<file path="src/rtl/ysyx_22050854_pc_gen_pkg.sv">
// rtl/ysyx_22050854_pc_gen_pkg.sv - shared constants, counter encodings and width helpers for the fetch-PC generator
package ysyx_22050854_pc_pkg;

   // Default fetch address while and after reset
   localparam logic [31:0] RESET_PC_DEF = 32'h8000_0000;

   // 2-bit saturating direction counter; the upper bit is the taken prediction
   typedef enum logic [1:0] {
      CTR_SNT = 2'b00,
      CTR_WNT = 2'b01,
      CTR_WT  = 2'b10,
      CTR_ST  = 2'b11
   } ctr_e;

   // Empty entries lean weakly not-taken; a fresh allocation is made by a taken branch
   localparam ctr_e CTR_INIT  = CTR_WNT;
   localparam ctr_e CTR_ALLOC = CTR_WT;

   // Index bits sit just above the 2-bit instruction alignment
   function automatic int btb_idx_w(input int depth);
      return $clog2(depth);
   endfunction

   // Everything above the index is tag
   function automatic int btb_tag_w(input int pc_w, input int depth);
      return pc_w - $clog2(depth) - 2;
   endfunction

endpackage

</file>
<file path="src/rtl/ysyx_22050854_pc_gen_if.sv">
// rtl/ysyx_22050854_pc_gen_if.sv - pipeline-side bundle between the IF/EX/CSR stages and the PC generator
interface ysyx_22050854_pc_gen_if #(
   parameter int PC_W   = 32,
   parameter int PERF_W = 32
);

   // Hold request from the pipeline
   logic              stall;

   // Trap / return redirect from the CSR unit
   logic              csr_redirect;
   logic [PC_W-1:0]   csr_pc;

   // Branch resolution from EX
   logic              upd_valid;
   logic [PC_W-1:0]   upd_pc;
   logic              upd_taken;
   logic [PC_W-1:0]   upd_target;
   logic              upd_mispredict;
   logic [PC_W-1:0]   upd_redirect;

   // Fetch side results
   logic [PC_W-1:0]   pc;
   logic [PC_W-1:0]   next_pc;
   logic              pred_taken;
   logic [PC_W-1:0]   pred_target;
   logic              jump;

   // Performance counters
   logic [PERF_W-1:0] br_cnt;
   logic [PERF_W-1:0] mispred_cnt;

   // Pipeline side: drives control inputs, observes the fetch PC
   modport master (
      output stall, csr_redirect, csr_pc,
      output upd_valid, upd_pc, upd_taken, upd_target, upd_mispredict, upd_redirect,
      input  pc, next_pc, pred_taken, pred_target, jump,
      input  br_cnt, mispred_cnt
   );

   // PC generator side
   modport slave (
      input  stall, csr_redirect, csr_pc,
      input  upd_valid, upd_pc, upd_taken, upd_target, upd_mispredict, upd_redirect,
      output pc, next_pc, pred_taken, pred_target, jump,
      output br_cnt, mispred_cnt
   );

endinterface

</file>
<file path="src/rtl/ysyx_22050854_pc_gen_btb.sv">
// rtl/ysyx_22050854_pc_gen_btb.sv - direct-mapped branch target buffer with 2-bit direction counters
module ysyx_22050854_btb
   import ysyx_22050854_pc_pkg::*;
#(
   parameter int PC_W    = 32,
   parameter int DEPTH   = 16,
   parameter int PRED_EN = 1
) (
   input  logic            clk,
   input  logic            rst_n,
   // lookup port, driven by the current fetch PC
   input  logic [PC_W-1:0] lk_pc,
   output logic            lk_hit,
   output logic            lk_taken,
   output logic [PC_W-1:0] lk_target,
   // update port, driven by EX resolution
   input  logic            upd_valid,
   input  logic [PC_W-1:0] upd_pc,
   input  logic            upd_taken,
   input  logic [PC_W-1:0] upd_target
);

   localparam int IDX_W = btb_idx_w(DEPTH);
   localparam int TAG_W = btb_tag_w(PC_W, DEPTH);

   // Reject geometries the index/tag split cannot express
   generate
      if (DEPTH < 2 || (1 << IDX_W) != DEPTH) begin : g_bad_depth
         $error("BTB depth must be a power of two and at least 2");
      end
   endgenerate

   logic             valid_q  [DEPTH];
   ctr_e             ctr_q    [DEPTH];
   logic [TAG_W-1:0] tag_q    [DEPTH];
   logic [PC_W-1:0]  target_q [DEPTH];

   logic [IDX_W-1:0] lk_idx;
   logic [TAG_W-1:0] lk_tag;
   logic [IDX_W-1:0] upd_idx;
   logic [TAG_W-1:0] upd_tag;
   logic             upd_hit;

   // Instruction alignment bits never select an entry
   logic             unused_align;
   assign unused_align = ^{lk_pc[1:0], upd_pc[1:0]};

   assign lk_idx  = lk_pc[IDX_W+1:2];
   assign lk_tag  = lk_pc[PC_W-1:IDX_W+2];
   assign upd_idx = upd_pc[IDX_W+1:2];
   assign upd_tag = upd_pc[PC_W-1:IDX_W+2];

   // Saturating counter step toward the resolved direction
   function automatic ctr_e ctr_next(input ctr_e c, input logic taken);
      ctr_e n;
      n = c;
      case (c)
         CTR_SNT: n = taken ? CTR_WNT : CTR_SNT;
         CTR_WNT: n = taken ? CTR_WT  : CTR_SNT;
         CTR_WT:  n = taken ? CTR_ST  : CTR_WNT;
         CTR_ST:  n = taken ? CTR_ST  : CTR_WT;
         default: n = CTR_INIT;
      endcase
      return n;
   endfunction

   // Lookup reads the arrays before this cycle's write lands, so a same-index
   // update is only seen by the next fetch. With the predictor disabled the
   // arrays keep training but lookups never hit.
   always_comb begin
      lk_hit    = (PRED_EN != 0) && valid_q[lk_idx] && (tag_q[lk_idx] == lk_tag);
      lk_taken  = lk_hit && ((ctr_q[lk_idx] == CTR_WT) || (ctr_q[lk_idx] == CTR_ST));
      lk_target = target_q[lk_idx];
   end

   // Update-side tag match is independent of the predictor enable
   assign upd_hit = valid_q[upd_idx] && (tag_q[upd_idx] == upd_tag);

   // Train on every resolved control transfer; taken misses take over the slot
   always_ff @(posedge clk or negedge rst_n) begin
      if (!rst_n) begin
         for (int i = 0; i < DEPTH; i++) begin
            valid_q[i]  <= 1'b0;
            ctr_q[i]    <= CTR_INIT;
            tag_q[i]    <= '0;
            target_q[i] <= '0;
         end
      end else if (upd_valid) begin
         if (upd_hit) begin
            ctr_q[upd_idx] <= ctr_next(ctr_q[upd_idx], upd_taken);
            if (upd_taken) begin
               target_q[upd_idx] <= upd_target;
            end
         end else if (upd_taken) begin
            valid_q[upd_idx]  <= 1'b1;
            tag_q[upd_idx]    <= upd_tag;
            target_q[upd_idx] <= upd_target;
            ctr_q[upd_idx]    <= CTR_ALLOC;
         end
      end
   end

endmodule

</file>
<file path="src/rtl/ysyx_22050854_pc_gen.sv">
// rtl/ysyx_22050854_pc_gen.sv - fetch-PC generator: next-PC priority mux, PC register, BTB prediction, perf counters
module ysyx_22050854_pc_gen
   import ysyx_22050854_pc_pkg::*;
#(
   parameter int              PC_W      = 32,
   parameter logic [PC_W-1:0] RESET_PC  = PC_W'(RESET_PC_DEF),
   parameter int              BTB_DEPTH = 16,
   parameter int              PRED_EN   = 1,
   parameter int              PERF_W    = 32
) (
   input logic                    clk,
   input logic                    rst_n,
   ysyx_22050854_pc_gen_if.slave  bus
);

   logic [PC_W-1:0]   pc_q;
   logic [PC_W-1:0]   pc_plus4;
   logic [PC_W-1:0]   next_pc_c;
   logic              mispred;
   logic              redirect;
   logic              btb_hit;
   logic              btb_taken;
   logic [PC_W-1:0]   btb_target;
   logic [PC_W-1:0]   pred_target_c;
   logic [PERF_W-1:0] br_cnt_q;
   logic [PERF_W-1:0] mispred_cnt_q;

   // Sequential fetch address, wraps naturally at the PC width
   assign pc_plus4 = pc_q + PC_W'(4);

   ysyx_22050854_btb #(
      .PC_W    (PC_W),
      .DEPTH   (BTB_DEPTH),
      .PRED_EN (PRED_EN)
   ) u_btb (
      .clk        (clk),
      .rst_n      (rst_n),
      .lk_pc      (pc_q),
      .lk_hit     (btb_hit),
      .lk_taken   (btb_taken),
      .lk_target  (btb_target),
      .upd_valid  (bus.upd_valid),
      .upd_pc     (bus.upd_pc),
      .upd_taken  (bus.upd_taken),
      .upd_target (bus.upd_target)
   );

   // A mispredict only counts when EX actually resolved something
   assign mispred  = bus.upd_valid & bus.upd_mispredict;
   assign redirect = bus.csr_redirect | mispred;

   assign pred_target_c = btb_hit ? btb_target : pc_plus4;

   // Next-PC priority: trap/return, then EX correction, then prediction, then sequential
   always_comb begin
      next_pc_c = pc_plus4;
      if (bus.csr_redirect) begin
         next_pc_c = bus.csr_pc;
      end else if (mispred) begin
         next_pc_c = bus.upd_redirect;
      end else if (btb_taken) begin
         next_pc_c = pred_target_c;
      end
   end

   // Flushes override a hold; otherwise a stall freezes the fetch PC
   always_ff @(posedge clk or negedge rst_n) begin
      if (!rst_n) begin
         pc_q <= RESET_PC;
      end else if (redirect || !bus.stall) begin
         pc_q <= next_pc_c;
      end
   end

   // Free-running resolution and mispredict counters, wrap at their width
   always_ff @(posedge clk or negedge rst_n) begin
      if (!rst_n) begin
         br_cnt_q      <= '0;
         mispred_cnt_q <= '0;
      end else begin
         if (bus.upd_valid) begin
            br_cnt_q <= br_cnt_q + PERF_W'(1);
         end
         if (mispred) begin
            mispred_cnt_q <= mispred_cnt_q + PERF_W'(1);
         end
      end
   end

   assign bus.pc          = pc_q;
   assign bus.next_pc     = next_pc_c;
   assign bus.pred_taken  = btb_taken;
   assign bus.pred_target = pred_target_c;
   assign bus.jump        = redirect;
   assign bus.br_cnt      = br_cnt_q;
   assign bus.mispred_cnt = mispred_cnt_q;

endmodule

</file>
<file path="src/flat_wrapper.sv">
// flat-port wrapper written by rule: the top's interface ports become plain ports
module ysyx_22050854_pc_gen_flat import ysyx_22050854_pc_pkg::*;
#(
   parameter int              PC_W      = 32,
   parameter logic [PC_W-1:0] RESET_PC  = PC_W'(RESET_PC_DEF),
   parameter int              BTB_DEPTH = 16,
   parameter int              PRED_EN   = 1,
   parameter int              PERF_W    = 32
)
  (clk, rst_n, bus_stall, bus_csr_redirect, bus_csr_pc, bus_upd_valid, bus_upd_pc, bus_upd_taken, bus_upd_target, bus_upd_mispredict, bus_upd_redirect, bus_pc, bus_next_pc, bus_pred_taken, bus_pred_target, bus_jump, bus_br_cnt, bus_mispred_cnt);
  ysyx_22050854_pc_gen_if #(.PC_W(PC_W), .PERF_W(PERF_W)) bus_i ();
  input logic clk;
  input logic rst_n;
  input wire logic [$bits(bus_i.stall)-1:0] bus_stall;
  input wire logic [$bits(bus_i.csr_redirect)-1:0] bus_csr_redirect;
  input wire logic [$bits(bus_i.csr_pc)-1:0] bus_csr_pc;
  input wire logic [$bits(bus_i.upd_valid)-1:0] bus_upd_valid;
  input wire logic [$bits(bus_i.upd_pc)-1:0] bus_upd_pc;
  input wire logic [$bits(bus_i.upd_taken)-1:0] bus_upd_taken;
  input wire logic [$bits(bus_i.upd_target)-1:0] bus_upd_target;
  input wire logic [$bits(bus_i.upd_mispredict)-1:0] bus_upd_mispredict;
  input wire logic [$bits(bus_i.upd_redirect)-1:0] bus_upd_redirect;
  output wire logic [$bits(bus_i.pc)-1:0] bus_pc;
  output wire logic [$bits(bus_i.next_pc)-1:0] bus_next_pc;
  output wire logic [$bits(bus_i.pred_taken)-1:0] bus_pred_taken;
  output wire logic [$bits(bus_i.pred_target)-1:0] bus_pred_target;
  output wire logic [$bits(bus_i.jump)-1:0] bus_jump;
  output wire logic [$bits(bus_i.br_cnt)-1:0] bus_br_cnt;
  output wire logic [$bits(bus_i.mispred_cnt)-1:0] bus_mispred_cnt;
  assign bus_i.stall = bus_stall;
  assign bus_i.csr_redirect = bus_csr_redirect;
  assign bus_i.csr_pc = bus_csr_pc;
  assign bus_i.upd_valid = bus_upd_valid;
  assign bus_i.upd_pc = bus_upd_pc;
  assign bus_i.upd_taken = bus_upd_taken;
  assign bus_i.upd_target = bus_upd_target;
  assign bus_i.upd_mispredict = bus_upd_mispredict;
  assign bus_i.upd_redirect = bus_upd_redirect;
  assign bus_pc = bus_i.pc;
  assign bus_next_pc = bus_i.next_pc;
  assign bus_pred_taken = bus_i.pred_taken;
  assign bus_pred_target = bus_i.pred_target;
  assign bus_jump = bus_i.jump;
  assign bus_br_cnt = bus_i.br_cnt;
  assign bus_mispred_cnt = bus_i.mispred_cnt;
  ysyx_22050854_pc_gen #(.PC_W(PC_W), .RESET_PC(RESET_PC), .BTB_DEPTH(BTB_DEPTH), .PRED_EN(PRED_EN), .PERF_W(PERF_W)) u_core (.clk(clk), .rst_n(rst_n), .bus(bus_i));
endmodule
</file>
<file path="config.mk">
export PLATFORM = sky130hd
export DESIGN_NAME = ysyx_22050854_pc_gen_flat
export DESIGN_NICKNAME = d
export VERILOG_FILES = /design/src/rtl/ysyx_22050854_pc_gen_pkg.sv /design/src/rtl/ysyx_22050854_pc_gen_if.sv /design/src/rtl/ysyx_22050854_pc_gen_btb.sv /design/src/rtl/ysyx_22050854_pc_gen.sv /design/src/flat_wrapper.sv
export SDC_FILE = /design/constraint.sdc
export NUM_CORES = 2
export LEC_CHECK = 0
export CORE_AREA = 10 10 422 260
export DETAILED_ROUTE_END_ITERATION = 6
export DIE_AREA = 0 0 432 270
export PLACE_DENSITY = 0.73
export SLEW_MARGIN = 25
export SYNTH_ARGS = -nofsm -noshare
export SYNTH_HDL_FRONTEND = slang
export SYNTH_SLANG_ARGS = --single-unit
</file>
<file path="constraint.sdc">
create_clock -name clk -period 4.6 [get_ports clk]
set_clock_uncertainty 0.1 [all_clocks]
set_input_delay 0.92 -clock clk [delete_from_list [all_inputs] [get_ports clk]]
set_output_delay 0.92 -clock clk [all_outputs]
set_load 0.02 [all_outputs]
</file>
==> impl_metrics.ini <==
[power_and_ir_drop]
fin_total_pwr_w = 0.03003
p_per_area_mw_per_mm2 = 432.3
p_switching_w = 0.009039
power_frac_comb_pct = 29.3
peakVddDrop_mv = 0.3396
power.internal_w = 0.02099
power.share.clock_pct = 29.4
switching_share_pct = 30.10
seqPwrFrac_pct = 41.3
p_leak_nw = 30.62

[clocking]
hold_buffers = 0
clockRootBuffer = clkbuf_16
cts_tree = done
cts.sinks = 1072
clk_latency_ns = 0.72
htreeDepth = 3
clkTransAtPathRegs_ns = 0.07
clock_path_buffers = 3
cts_made_buffers = 99

[global_route]
met2_usage_pct = 44.69
busiest_layer = met1
grt_max_degree = 143
grt-ovfl-total = 0
grt_antenna_before_repair = 7
grt_first_pass_wirelength_um = 273600
grt_usage_pct = 31.30
grt_pass1_vias = 39490
met3_usage_pct = 9.982
met1_usage_pct = 45.43

[layout]
syn2layout_area_growth_pct = 25.10
final_area_mm2 = 0.06946
final_layout_size_suffix_gt1_share_pct = 51.66
nets = 4761

[logic_synthesis]
synth_top_area_share_pct = 47.55
ys_warn_count = 0
ys_seq_elements = 1072
synth_area_mm2 = 0.05552
synthArstFlopShare_pct = 100.0
synth_edf_count = 0
yosys.area.top_type = dfrtp_1
synth_most_common_cell = dfrtp_1
synth_area_leaders = dfrtp_1 48%, mux2_2 18%, mux4_2 15%
syn_area_per_cell_um2 = 14.30
yosys-top-cells-count = 1055 x dfrtp_1, 909 x mux2_2, 371 x mux4_2
synthFlopType = dfrtp_1
ys_types = 71
netlist_instances = 3883
ys_seq_area_share_pct = 48.36
syn-num-nets = 4021

[sta]
slew_viol_final = 0
final.period_utilization_pct = 127.3
fmax_mhz = 170.7
rsz0062_at_grt = true
setup_viol = 66
hold_viol = 0
post-route-min-period_ns = 5.857
setup_ws_ns = -1.257
tightest_slew_ns = 1.073
max-slew-margin-rel_pct = 28.39

[detailed_routing]
num_vias = 39020
drt_iter0_drc = 4225
wl_per_cell_um = 30.56
vias_per_cell = 6.443
drc = 0
ant_nets = 0
wl_um = 185100
firstDrtPassIters = 5

[worst_setup_path]
timing_worst_setup_path_type = reg -> out
r2r-start = u_core.bus.pc[3]$_DFFE_PN0P_
critPathMaxFanout = 16
r2r_cells = 20
cp_data_required_time_ns = 3.58
critPathLaunch = u_core.bus.pc[3]$_DFFE_PN0P_
rrSetupSlack_ns = -0.04
end_kind = output pin
r2r_end = u_core.bus.pc[13]$_DFFE_PN0P_
endpoint = bus_next_pc[12]
critPathLaunchType = flop
cp.arrival_ns = 4.84

[floorplanning]
placementRows = 91
io_pins = 297
die_area_mm2 = 0.1166
start_util_pct = 54.48
dieWidth_um = 432
core_area_mm2 = 0.1019
die_h_um = 270

[place]
place_ws_ns = -1.126
dp.final_hpwl_um = 127000
gp_congestion = 0.9865
port_buffers = 294
placed_cell_area_mm2 = 0.06440

[outcome]
violations = setup timing
status = finished with violations

[min_path]
hp-class = in -> async

[run]
max-cap-violations = 0
power by group through the flow:
stage                     clock (W)  sequential, W  combinational, W
after floorplan                   0         0.0121           0.00482
after global placement            0         0.0124           0.00805
after detailed placement          0         0.0125           0.00821
after CTS                   0.00892         0.0123           0.00854
after global routing        0.00933         0.0126           0.00924
final                       0.00884         0.0124           0.00879
final cells by class:
type | count | area [um2]
fill | 7047 | 32450
timing repair buffer | 966 | 9356
multi-input combinational | 2452 | 27980
tap | 1348 | 1687
clock inverter | 40 | 523.0
clock buffer | 142 | 2914
antenna | 4 | 10.01
inverter | 32 | 125.1
sequential | 1072 | 26860
logic make-up (layout without fill, tap and decap cells):
kind of cell | count (synthesis) | in the layout | synth area share (%)
flip-flops | 1072 | 1072 | 48.36
adder cells (fa/ha/maj) | 4 | 4 | 0.08565
buffers and inverters | 359 | 1180 | 3.006
AND/OR/NAND/NOR | 526 | 526 | 4.848
XOR/XNOR | 130 | 130 | 2.051
AO/OA/AOI/OAI | 273 | 273 | 3.173
multiplexers | 1519 | 1519 | 38.48
other | 0 | 4 | 0
state kept, by name, indices dropped and copies added, names as in the netlist:
signal	flops
u_core.bus.br_cnt	32
u_core.u_btb.target_q	512
u_core.u_btb.ctr_q	32
u_core.bus.mispred_cnt	32
u_core.u_btb.valid_q	16
u_core.u_btb.tag_q	416
u_core.bus.pc	32
layer usage:
metal	up-vias	routed length (um)
met5	-	37
met4	6	6502
met3	334	18780
met2	1934	79930
met1	20640	79820
li1	16100	-
worst min path at each step:
stage               slack (ns)  cells after the start                                endpoint                                start
finish                    0.14                      1  u_core.u_btb.target_q[222]$_DFFE_PN0P_                                rst_n
global placement          0.36                      2      u_core.u_btb.ctr_q[26]$_DFFE_PN1P_   u_core.u_btb.ctr_q[26]$_DFFE_PN1P_
CTS                       0.13                      1  u_core.u_btb.target_q[222]$_DFFE_PN0P_                                rst_n
floorplan                 0.35                      1     u_core.u_btb.valid_q[0]$_DFFE_PN0P_  u_core.u_btb.valid_q[0]$_DFFE_PN0P_
detailed placement        0.36                      1       u_core.bus.br_cnt[31]$_DFFE_PN0P_    u_core.bus.br_cnt[31]$_DFFE_PN0P_
global route              0.15                      1  u_core.u_btb.target_q[222]$_DFFE_PN0P_                                rst_n
timing repair:
action                     4_1_cts  5_1_grt
setup endpoints to repair       65      443
setup buffers                   43       18
resized for setup              464      101
pin swaps                       26       23
cloned                           6        2
metrics by stage:
stage	util [%]	cells	TNS, ns	hold WS [ns]
after floorplan	-	3883	-0.06663	0.3455
after global placement	63.20	5808	-296.03	0.3623
after detailed placement	63.20	5808	-331.24	0.3649
after CTS	67.68	6038	-70.24	0.1267
after global routing	68.16	6055	-76.19	0.1458
final	68.16	6056	-74.50	0.1362
worst max-delay path, cell delays in order, from the launching register on:
cell and delay, ns:
dfrtp_4 0.50, buf_6 0.18, buf_12 0.17, buf_4 0.19
mux2i_1 0.13, buf_4 0.15, mux2i_1 0.13, o22ai_1 0.11
o21ai_0 0.69, nand3_1 0.15, a21o_1 0.31, and4bb_4 0.46
buf_12 0.18, buf_12 0.16, mux2i_4 0.26, a31oi_2 0.12
buf_4 0.19
cell usage in the layout, fill, tap and decap left out, types with 19 or more instances in the layout:
master           instances
dfrtp_1               1051
mux2_2                 872
buf_4                  572
mux4_2                 371
clkdlybuf4s50_1        223
nand2_1                149
mux2i_1                134
mux2_4                 113
clkbuf_16              105
nor2_1                  93
buf_12                  89
xnor2_1                 81
nand3_1                 57
o21ai_0                 56
a21oi_1                 55
buf_6                   54
xor2_1                  45
and3_1                  30
inv_1                   28
a22oi_1                 27
mux2i_4                 24
nor3_1                  22
nand4_1                 21
o22ai_1                 20
clkbuf_1                20
clkbuf_8                19
Power figures use the tool's default switching activity.
